==> src/rtl/rf_scan_reader.sv <==
// Debug-mode scanner that walks the register file read port and hands each
// word to the display path over valid/ready, dwelling between registers.
//
// state    | meaning
// ---------+--------------------------------------------------------------
// IDLE     | scan disabled, outputs held
// ADDR     | rf_a driven with idx, rf_rd captured at the exiting edge
// WAIT_ACK | disp_valid high, waiting for disp_ready
// HOLD     | dwell down-counter running, advances idx at terminal count
module rf_scan_reader #(
    parameter int NUM_REGS    = 32,
    parameter int HOLD_CYCLES = 4
) (
    input  logic        clk,
    input  logic        rst,
    input  logic [15:0] sw_i,
    output logic [4:0]  rf_a,
    input  logic [31:0] rf_rd,
    output logic [31:0] disp_data,
    output logic [4:0]  disp_idx,
    output logic        disp_valid,
    input  logic        disp_ready,
    output logic        scan_done
);

    localparam int CNT_W = (HOLD_CYCLES > 1) ? $clog2(HOLD_CYCLES) : 1;
    localparam logic [CNT_W-1:0] CNT_LOAD = CNT_W'(HOLD_CYCLES - 1);
    localparam logic [4:0]       LAST_IDX = 5'(NUM_REGS - 1);

    typedef enum logic [1:0] {
        IDLE     = 2'd0,
        ADDR     = 2'd1,
        WAIT_ACK = 2'd2,
        HOLD     = 2'd3
    } state_t;

    state_t           state;
    state_t           state_nxt;
    logic [4:0]       idx;
    logic [CNT_W-1:0] cnt;

    logic scan_en;
    logic freeze;
    logic unused_sw;

    logic capture;
    logic ack;
    logic leave;
    logic hold_run;
    logic advance;
    logic cnt_dec;
    logic wrap;

    assign scan_en   = sw_i[1];
    assign freeze    = sw_i[0];
    assign unused_sw = ^sw_i[15:2];
    assign rf_a      = idx;

    always_ff @(posedge clk) begin
        if (!rst) begin
            state <= IDLE;
        end else begin
            state <= state_nxt;
        end
    end

    always_comb begin
        state_nxt = state;
        case (state)
            IDLE: begin
                if (scan_en) state_nxt = ADDR;
            end
            ADDR: begin
                state_nxt = scan_en ? WAIT_ACK : IDLE;
            end
            WAIT_ACK: begin
                if (!scan_en)       state_nxt = IDLE;
                else if (disp_ready) state_nxt = HOLD;
            end
            HOLD: begin
                if (!scan_en)                   state_nxt = IDLE;
                else if (!freeze && cnt == '0) state_nxt = ADDR;
            end
            default: state_nxt = IDLE;
        endcase
    end

    // Dropping scan_en takes priority over capture, handshake and advance.
    always_comb begin
        capture  = (state == ADDR) && scan_en;
        ack      = (state == WAIT_ACK) && scan_en && disp_ready;
        leave    = (state != IDLE) && !scan_en;
        hold_run = (state == HOLD) && scan_en && !freeze;
        advance  = hold_run && (cnt == '0);
        cnt_dec  = hold_run && (cnt != '0);
        wrap     = advance && (idx == LAST_IDX);
    end

    always_ff @(posedge clk) begin
        if (!rst) begin
            idx        <= '0;
            cnt        <= '0;
            disp_data  <= '0;
            disp_idx   <= '0;
            disp_valid <= 1'b0;
            scan_done  <= 1'b0;
        end else begin
            scan_done <= wrap;

            if (capture) begin
                disp_data  <= rf_rd;
                disp_idx   <= idx;
                disp_valid <= 1'b1;
            end else if (ack || leave) begin
                disp_valid <= 1'b0;
            end

            if (ack)          cnt <= CNT_LOAD;
            else if (leave)   cnt <= '0;
            else if (cnt_dec) cnt <= cnt - 1'b1;

            if (advance) idx <= wrap ? 5'd0 : idx + 5'd1;
        end
    end

endmodule

==> config.mk <==
export PLATFORM = sky130hd
export DESIGN_NAME = rf_scan_reader
export DESIGN_NICKNAME = d
export VERILOG_FILES = /design/src/rtl/rf_scan_reader.sv
export SDC_FILE = /design/constraint.sdc
export NUM_CORES = 1
export LEC_CHECK = 0
export CAP_MARGIN = 20
export CORE_ASPECT_RATIO = 0.5
export CORE_MARGIN = 10
export CORE_UTILIZATION = 40
export CTS_CLUSTER_SIZE = 40
export DETAILED_ROUTE_END_ITERATION = 8
export GPL_TIMING_DRIVEN = 0
export PLACE_DENSITY = 0.85
export SKIP_CTS_REPAIR_TIMING = 1
export SYNTH_ARGS = -nofsm -noshare
export SYNTH_HDL_FRONTEND = slang
export SYNTH_SLANG_ARGS = --single-unit
export TNS_END_PERCENT = 100
==> constraint.sdc <==
create_clock -name clk -period 1.9 [get_ports clk]
set_input_delay 0.38 -clock clk [delete_from_list [all_inputs] [get_ports clk]]
set_output_delay 0.38 -clock clk [all_outputs]
set_load 0.02 [all_outputs]
# ---- After elaboration in Yosys (flattened, before gate mapping)
# Cells that the tools add are included.
# W data, S select, Z words.
dict set report totals {
  inputBits 51
  out_inout_bits 44
  regBits 48
}
dict set report classes {
  add_sub_neg 2
  n_reduce_logical 20
  n_mux 13
  n_eq_ne 7
}
# op count
set ops {}
lappend ops {{$mux W2} 9}
lappend ops {{$logic_and A1 B1 Y1} 10}
lappend ops {{$pmux W2 S4} 1}
lappend ops {{$ne A3 B3 Y1 const B} 2}
lappend ops {{$reduce_bool A2 Y1} 3}
lappend ops {{$add A5 B1 Y5 const B} 1}
lappend ops {{$eq A5 B5 Y1 const B} 1}
lappend ops {{$mux W5} 1}
lappend ops {{$eq A2 B2 Y1 const B} 2}
lappend ops {{$logic_not A2 Y1} 2}
lappend ops {{$reduce_and A3 Y1} 1}
lappend ops {{$reduce_bool A3 Y1} 1}
lappend ops {{$eq A2 B1 Y1 const B} 1}
lappend ops {{$logic_not A1 Y1} 2}
lappend ops {{$mux W1} 2}
lappend ops {{$ne A2 B2 Y1 const B} 1}
lappend ops {{$sub A2 B1 Y2 const B} 1}
lappend ops {{$logic_or A1 B1 Y1} 1}

# ---- Logic depth before layout (Yosys ltp)
# Gate-level depths: netlist of the first run.
dict set report logic_depth {
  ltp_word 7
  mapped_depth 6
}

# ---- Least setup slack after synthesis of the first run
# Ideal clock, no wire load.
dict set report synth_path {
  path_kind {register to register}
  from {reg idx[0] (netlist: rf_a[0])}
  to {reg idx[2] (netlist: rf_a[2])}
  setup_slack_ps 348
  setup_time_ps 117
  synth_period_minus_slack_ps 1552
  arrival_time_ps 1434
  path_stages_with_launch 6
  cell_sequence {dfxtp_1 ha_1 and3_1 ha_1 and2b_1 a32o_1}
}
dict set report synth_via {
  elab_chain_cells 3
}
# item line_no
set synth_rtl {}
lappend synth_rtl {{start: declaration} 39} ;# logic [4:0] idx;
lappend synth_rtl {{start signal: assignment} 122} ;# if (advance) idx <= wrap ? 5'd0 : idx + 5'd1;
lappend synth_rtl {{parallel branches: the longest is 2 deep, another holds $add A5 B1 Y5} -}
lappend synth_rtl {{$mux W5 (*)} 122}
# Every way passes the cells marked *.
# A chain may end at the register's enable or synchronous reset.

# ---- Worst setup path after layout of the first run
dict set report layout_path {
  from {in sw_i[1]}
  to {reg idx[3] (netlist: rf_a[3])}
}
dict set report layout_via {
  elab_chain_cells 5
}
# item line_no
set layout_rtl {}
lappend layout_rtl {{start: declaration} 16} ;# input logic [15:0] sw_i,
lappend layout_rtl {{$logic_and A1 B1 Y1 (*) (2 in series)} 93} ;# hold_run = (state == HOLD) && scan_en && !freeze;
lappend layout_rtl {{$logic_and A1 B1 Y1 (*)} 94} ;# advance = hold_run && (cnt == '0);
lappend layout_rtl {{$logic_and A1 B1 Y1} 96} ;# wrap = advance && (idx == LAST_IDX);
lappend layout_rtl {{$mux W5} 122}
# Mark *: on every way between the ends. The rest lies on a longest branch, timed or not.

==> results.tsv, run 1 <==
metric	value	unit
Reg2Reg Capture Point	rf_a[2]	
ratio of cells with drive above 1 in the final layout	0.0554	
core footprint	4510	um2
die span in y	69.0	um
Die ar.	8140	um2
fin crit period	1.78	ns
Routed Wire Length	5.38	mm
fin crit share	0.939	
Worst setup SP type	input port	
DR pass1 iterations	4	
Reg2Reg Depth	5	
met1 Use GR	0.128	
met3 usage	0.0300	
Hold Vio Cnt, Final	0	
number of global-route vias before repair	1769	
Avg WL per Cell	14.4	um
setup TNS	0	ns
top cell type's share of synthesized area	0.500	
io pins	95	
post-layout util	0.643	
simple-gate portion of the synthesized area	0.233	
top cells by area, synth	dfxtp_1 50%, a21boi_0 16%, nand2_1 15%, ha_1 2.0%, clkbuf_1 1.6%	
DRT iter0 DRCs	47	
CP Capture Type	flip-flop	
syn_nets	273	
dpl ws	-0.197	ns
Routability Congestion	0.796	
mux contribution to synthesized area	0.0111	
max_cap viols	0	
FMAX	561	MHz
Post-DRT Antenna Nets	0	
Post-Syn Area	1920	um2
Max Transition Viols Final	0	
Peak supply drop	0.408	mV
Root Buffer	clkbuf_8	
HP Class	flip-flop to flip-flop	
status	complete, no violations	
gr usage total	0.126	
Nets	360	
Clk Latency, worst-skew pair	0.28	ns
R2R Path Start	rf_a[0]	
Hold Crit Start	disp_data[8]	
cell taking the most area after synthesis	dfxtp_1	
DP Area	2800	um2
sequential element share of the synthesized area	0.500	
top_reg_cell synth	dfxtp_1	
port bufs	80	
commonest non-fill, non-tap cell in the layout	clkdlybuf4s50_1	
slew margin rel.	0.705	
synth warn	0	
Bufs on Longest Clock Path	2	
hold depth	2	
vias per cell	4.76	
largest net degree at the start of global routing	14	
xor and xnor fraction of the mapped netlist area	0.00456	
grt met2 use	0.263	
fin area	2900	um2
Fill cells	375	
Least-Margin Pin Slew	0.440	ns
TritonCTS Buffers	5	
Pwr per Cell Area	653	nW/um2
Clk pin slew, worst setup/hold paths	0.08	ns
largest family of logic cells by synthesized area	simple AND/OR/NAND/NOR gates	
Fin Clk Skew	0.00448	ns
Leak Pwr	1.01	nW
unique cell type count in the Yosys netlist	33	
Yosys reg bits	48	
vias	1774	
Reg2Reg Setup Slack	0.32	ns
CTS tree	built	
Mean Syn Cell Area	8.77	um2
unrepaired setup endpoints after global routing	no	
crit path DAT	1.97	ns
gr busiest metal	met2	
Worst EP required	2.09	ns
CTS sink cnt	48	
WHS Endpoint	disp_data[8]	
final worst slack	0.116	ns
Synth Area in Adders	0.0195	
Async SR Flop Fraction	0	
initial antenna violation count	0	
Post-Synthesis Cells	219	
global-route wire length before repair	8.57	mm
WS Path Type	input port to flip-flop	
EDFF count, synth	0	
num rows	17	
initial core utilization	0.426	
antenna fix cells	0	
CP max FO	8	
GRT Residual Overflow	0	
htree depth	2	
Die Wd	118	um
Area growth syn-to-layout	50.9	%
complex-gate fraction of the synthesized area	0.194	
final setup violation count	0	
most frequent cells in the layout	80 x clkdlybuf4s50_1, 77 x nand2_1, 48 x dfxtp_1	
HPWL after detailed placement	4.30	mm
DRC violations left	0	
worst max-delay path by stage:
| stage | start | end | slack, ns | cells past startpoint |
|---|---|---|---|---|
| final | sw_i[1] | rf_a[3] | 0.12 | 5 |
| after global routing | sw_i[1] | rf_a[3] | 0.01 | 5 |
| after CTS | sw_i[1] | disp_data[10] | 0.09 | 6 |
| after detailed placement | sw_i[1] | disp_data[10] | -0.20 | 6 |
| after global placement | sw_i[1] | rf_a[3] | -0.15 | 5 |
| after floorplan | rf_a[0] | rf_a[2] | 0.35 | 5 |
worst max-delay path: stages:
cell             delay (ns)
clkdlybuf4s50_1        0.58
nand2_2                0.14
nor4b_4                0.47
o21ai_1                0.13
a32o_1                 0.27
cells by family (layout without fill, tap and decap cells):
| family | count (synthesis) | after routing |
|---|---|---|
| mux | 2 | 2 |
| flops | 48 | 48 |
| buf+inv | 17 | 105 |
| xor+xnor | 1 | 1 |
| simple gates | 97 | 97 |
| compound gates | 51 | 51 |
| fa+ha+maj | 3 | 3 |
synthesized netlist by cell type, types with 2 or more instances:
master / number
nand2_1: 77
dfxtp_1: 48
a21boi_0: 40
clkbuf_1: 8
inv_1: 4
o21ai_0: 4
and3_1: 3
buf_2: 3
ha_1: 3
a32o_1: 2
and3b_1: 2
nor2_1: 2
nor2b_1: 2
o21ai_1: 2
area by class of cell:
class	instances	area, um2	share of cell area
inverters	5	18.8	0.00647
plain buffers	12	52.6	0.0181
repair buffers	80	801	0.276
well taps	66	82.6	0.0285
clock buffers	8	90.1	0.0311
multi-input cells	154	893	0.308
flip-flops and latches	48	961	0.331
flip-flops by register name (all words and copies together), names as in the netlist:
signal and count:
disp_idx 5, disp_data 32, scan_done 1, state 2, rf_a 5, disp_valid 1, cnt 2
per-layer routing:
metal / up-vias / share of wire
met4: 0 / 0.010
li1: 896 / -
met1: 848 / 0.39
met3: 4 / 0.032
met5: - / 0
met2: 26 / 0.56
stage by stage:
stage               cells  power (mW)  hold WS, ns
CTS                   373        1.91        0.470
detailed placement    365        1.32        0.458
global placement      365        1.31        0.450
finish                373        1.89        0.468
global route          373        1.97        0.484
floorplan             219        1.17        0.498
where the power goes:
group	internal, mW	switching [mW]
registers	1.03	0.0136
logic	0.136	0.110
clock network	0.297	0.306
total	1.46	0.430
(Power assumes the default switching activity.)
==> run 2: changes to the inputs <==
--- a/config.mk
+++ b/config.mk
@@ -11,7 +11,6 @@
 export CORE_UTILIZATION = 40
 export CTS_CLUSTER_SIZE = 40
 export DETAILED_ROUTE_END_ITERATION = 8
-export GPL_TIMING_DRIVEN = 0
 export PLACE_DENSITY = 0.85
 export SKIP_CTS_REPAIR_TIMING = 1
 export SYNTH_ARGS = -nofsm -noshare
==> run 2 against run 1 <==
Effect of this change: non-clock buffer count down 6; design area up 0.43%; critical endpoint is now rf_a[0]; critical path type is now flip-flop to primary output; largest cell class unchanged; critical path depth down 4.
==> results.tsv, run 2 (synthesis results as in run 1) <==
metric	value	unit
crit path DAT	1.36	ns
Sequential Area	961	um2
Area growth syn-to-layout	51.6	%
number of global-route vias before repair	1749	
GRT Residual Overflow	0	
Pwr per Cell Area	657	nW/um2
Worst EP required	1.52	ns
Clk Latency, worst-skew pair	0.29	ns
Clk pin slew, worst setup/hold paths	0.09	ns
fin crit period	1.74	ns
Peak supply drop	0.432	mV
TritonCTS Buffers	5	
htree depth	2	
Routability Congestion	0.785	
max reg flops	32	
Sw Pwr	0.446	mW
Root Buffer	clkbuf_8	
Switching Fraction	0.233	
io pins	95	
max_cap viols	0	
Max Transition Viols Final	0	
vias per cell	4.73	
HPWL after detailed placement	4.12	mm
Avg WL per Cell	14.7	um
Bufs on Longest Clock Path	2	
Leak Pwr	1.02	nW
dpl ws	-0.0132	ns
Multi-input gate area	888	um2
antenna fix cells	0	
Overall Power	1.91	mW
hold_ws	0.464	ns
CP delay by family, top	buffers and inverters	
core footprint	4510	um2
Fill cells	379	
DRT iter0 DRCs	69	
Largest Register	disp_data	
Buf/Inv on CP	1	
num rows	17	
DR pass1 iterations	4	
Worst setup SP type	flip-flop	
largest net degree at the start of global routing	49	
CTS sink cnt	48	
port bufs	80	
Post-DRT Antenna Nets	0	
CP peak stage delay	0.64	ns
final setup violation count	0	
slew margin rel.	0.759	
Die Wd	118	um
CTS tree	built	
global-route wire length before repair	8.42	mm
WS Path Type	flip-flop to primary output	
Nets	354	
HP Class	flip-flop to flip-flop	
CP max FO	6	
unrepaired setup endpoints after global routing	no	
CP max stage cell	clkdlybuf4s50_1	
Die ar.	8140	um2
CP Cell Sequence	clkdlybuf4s50_1	
Hold Vio Cnt, Final	0	
most frequent cells in the layout	80 x clkdlybuf4s50_1, 77 x nand2_1, 48 x dfxtp_1	
vias	1737	
status	complete, no violations	
initial antenna violation count	0	
Flop pwr share	0.547	
Routed Wire Length	5.41	mm
post-layout util	0.646	
fin crit share	0.914	
ratio of cells with drive above 1 in the final layout	0.0631	
Least-Margin Pin Slew	0.361	ns
FMAX	576	MHz
Fin Clk Skew	0.00583	ns
Clk pwr share	0.325	
DRC violations left	0	
CP Capture Type	primary output	
Internal Power	1.47	mW
die span in y	69.0	um
final worst slack	0.163	ns
initial core utilization	0.426	
gr usage total	0.127	
Comb power frac	0.128	
commonest non-fill, non-tap cell in the layout	clkdlybuf4s50_1	
## run 2: cell count changes in the layout (fill, tap and decap cells not counted), sizes merged
cell / previous run / this run
clkbuf: 16 / 8
buf: 4 / 6
## run 2: power by group through the flow
stage          clock network [mW]  logic (mW)  registers, mW
3_5_place_dp                    0       0.247           1.07
6_report                    0.622       0.246           1.05
3_3_place_gp                    0       0.241           1.07
4_1_cts                     0.641       0.248           1.05
5_1_grt                     0.680       0.265           1.05
2_1_floorplan                   0      0.0734           1.09
## run 2: through the flow
step | area, um2 | TNS, ns | std cells
6_report | 2910 | 0 | 367
5_1_grt | 2910 | 0 | 367
4_1_cts | 2910 | 0 | 367
3_5_place_dp | 2820 | -0.0132 | 359
3_3_place_gp | 2820 | 0 | 359
2_1_floorplan | 1920 | 0 | 219
## run 2: cell type report
type | instances | area share
clock buffers | 8 | 0.0309
inverters | 5 | 0.00645
multi-input cells | 154 | 0.305
flip-flops and latches | 48 | 0.330
well taps | 66 | 0.0284
repair buffers | 86 | 0.299
## run 2: layer usage
layer | routed length (um) | track usage | vias up
li1 | - | - | 884
met1 | 2160 | 0.127 | 814
met2 | 2990 | 0.259 | 31
met3 | 154 | 0.0283 | 8
met4 | 110 | 0.0581 | 0
met5 | 0 | 0 | -
## run 2: worst paths after layout
check	from	endpoint	slack (ns)	cells past startpoint
max	rf_a[0]	rf_a[0]	0.16	1
min	disp_data[6]	disp_data[6]	0.46	2
max reg2reg	rf_a[0]	rf_a[2]	0.36	5
min reg2reg	disp_data[6]	disp_data[6]	0.46	2
## run 2: tightest hold or removal path: cells and delay by family, from the launching register on
family / cells / cell delay [ns]
and+or+nand+nor: 1 / 0.04
AOI/OAI and AO/OA: 1 / 0.06
DFF: 1 / 0.32
==> run 3: changes to the inputs <==
--- a/config.mk
+++ b/config.mk
@@ -11,6 +11,7 @@
 export CORE_UTILIZATION = 40
 export CTS_CLUSTER_SIZE = 40
 export DETAILED_ROUTE_END_ITERATION = 8
+export GPL_TIMING_DRIVEN = 1
 export PLACE_DENSITY = 0.85
 export SKIP_CTS_REPAIR_TIMING = 1
 export SYNTH_ARGS = -nofsm -noshare
==> constraint.sdc (replaced) <==
create_clock -name clk -period 1.9 [get_ports clk]
set_input_delay 0.19 -clock clk [delete_from_list [all_inputs] [get_ports clk]]
set_output_delay 0.19 -clock clk [all_outputs]
set_load 0.02 [all_outputs]
==> run 3 against run 2 <==
Effect of this change: clock power grew 3.7%; global-route usage grew 0.94 points; combinational power is essentially flat; largest power group unchanged; critical endpoint is now rf_a[2]; register-to-register slack lost 0.11 ns; clock skew grew 0.0015 ns; non-clock buffer count is the same; sequential power is essentially flat; highest routed layer unchanged.
==> results.tsv, run 3 (synthesis results as in run 1) <==
metric	value	unit
Buf/Inv on CP	0	
DRT iter0 DRCs	66	
Peak supply drop	0.513	mV
core footprint	4510	um2
fin crit share	0.870	
HPWL after detailed placement	4.34	mm
HP Class	input port to flip-flop	
Clk Latency, worst-skew pair	0.29	ns
Area growth syn-to-layout	51.9	%
Fin Clk Skew	0.00735	ns
Post-DRT Antenna Nets	0	
Clk pin slew, worst setup/hold paths	0.09	ns
CP Cell Sequence	ha_1 > and3_1 > ha_1 > and2b_1 > a32o_1	
CP max FO	6	
die span in y	69.0	um
Root Buffer	clkbuf_8	
CP peak stage delay	0.45	ns
gr usage total	0.136	
Max Transition Viols Final	0	
vias per cell	4.93	
post-layout util	0.647	
Worst setup SP type	flip-flop	
Die ar.	8140	um2
slew margin rel.	0.737	
antenna fix cells	0	
port bufs	80	
largest net degree at the start of global routing	38	
Die Wd	118	um
Routed Wire Length	5.69	mm
FMAX	605	MHz
CP delay by family, top	adder cells	
status	complete, no violations	
Least-Margin Pin Slew	0.391	ns
io pins	95	
CTS tree	built	
final setup violation count	0	
Crit path top cell by count	ha_1	
Worst EP required	2.09	ns
crit path DAT	1.85	ns
ratio of cells with drive above 1 in the final layout	0.0667	
global-route wire length before repair	8.93	mm
max_cap viols	0	
vias	1805	
fin crit period	1.65	ns
initial antenna violation count	0	
setup TNS	0	ns
Hold Vio Cnt, Final	0	
dpl ws	0.168	ns
Routability Congestion	0.822	
CP Capture Type	flip-flop	
Leak Pwr	1.02	nW
initial core utilization	0.426	
num rows	17	
WS Path Type	flip-flop to flip-flop	
CTS sink cnt	48	
most frequent cells in the layout	80 x clkdlybuf4s50_1, 77 x nand2_1, 48 x dfxtp_1	
unrepaired setup endpoints after global routing	no	
Largest Register	disp_data	
number of global-route vias before repair	1814	
Nets	354	
TritonCTS Buffers	5	
DR pass1 iterations	5	
htree depth	2	
Avg WL per Cell	15.5	um
CP max stage cell	dfxtp_1	
GRT Residual Overflow	0	
max reg flops	32	
DRC violations left	0	
Pwr per Cell Area	665	nW/um2
Bufs on Longest Clock Path	2	
commonest non-fill, non-tap cell in the layout	clkdlybuf4s50_1	
final worst slack	0.247	ns
Fill cells	383	
==> run 3: cell types whose count changed in the layout (fill, tap and decap cells not counted) <==
cell and change:
clkbuf_1 -2, clkbuf_8 +1
==> run 3: path summary, 6_finish.rpt <==
kind / start / to / slack (ns) / cells past startpoint
worst min-delay path: rf_rd[4] / disp_data[4] / 0.45 / 3
worst max register to register: rf_a[0] / rf_a[2] / 0.25 / 5
worst max-delay path: rf_a[0] / rf_a[2] / 0.25 / 5
worst min register to register: disp_data[7] / disp_data[7] / 0.46 / 2
==> run 3: area by class of cell <==
cell class / count / area (um2) / share of cell area
flip-flops and latches: 48 / 961 / 0.329
multi-input cells: 154 / 888 / 0.304
repair buffers: 86 / 871 / 0.298
clock buffers: 7 / 96.3 / 0.0330
well taps: 66 / 82.6 / 0.0283
inverters: 5 / 18.8 / 0.00643
==> run 3: metal layers <==
layer | part of all wire | routed length, um | global-route usage | up-vias
met5 | 0 | 0 | 0 | -
met4 | 0.014 | 80 | 0.0550 | 0
met3 | 0.049 | 279 | 0.0364 | 8
met2 | 0.57 | 3250 | 0.282 | 51
met1 | 0.37 | 2080 | 0.132 | 859
li1 | - | - | - | 887
==> run 3: worst min-delay path, delay by kind of cell <==
kind | cells | cell delay (ns)
buffers and inverters | 1 | 0.39
AOI/OAI and AO/OA | 1 | 0.06
and+or+nand+nor | 1 | 0.05
==> run 3: metrics by stage <==
stage               total power, mW  cell area [um2]  hold slack [ns]  instances
floorplan                      1.17             1920            0.308        219
global placement               1.31             2820            0.449        359
detailed placement             1.32             2820            0.455        359
CTS                            1.97             2920            0.443        366
global route                   2.03             2920            0.452        366
finish                         1.94             2920            0.449        366
==> run 3: power breakdown <==
group	internal, mW	switching, mW	leakage (nW)
Clock	0.325	0.321	0.0503
Sequential	1.03	0.0153	0.389
Combinational	0.140	0.110	0.585
Total	1.49	0.446	1.02
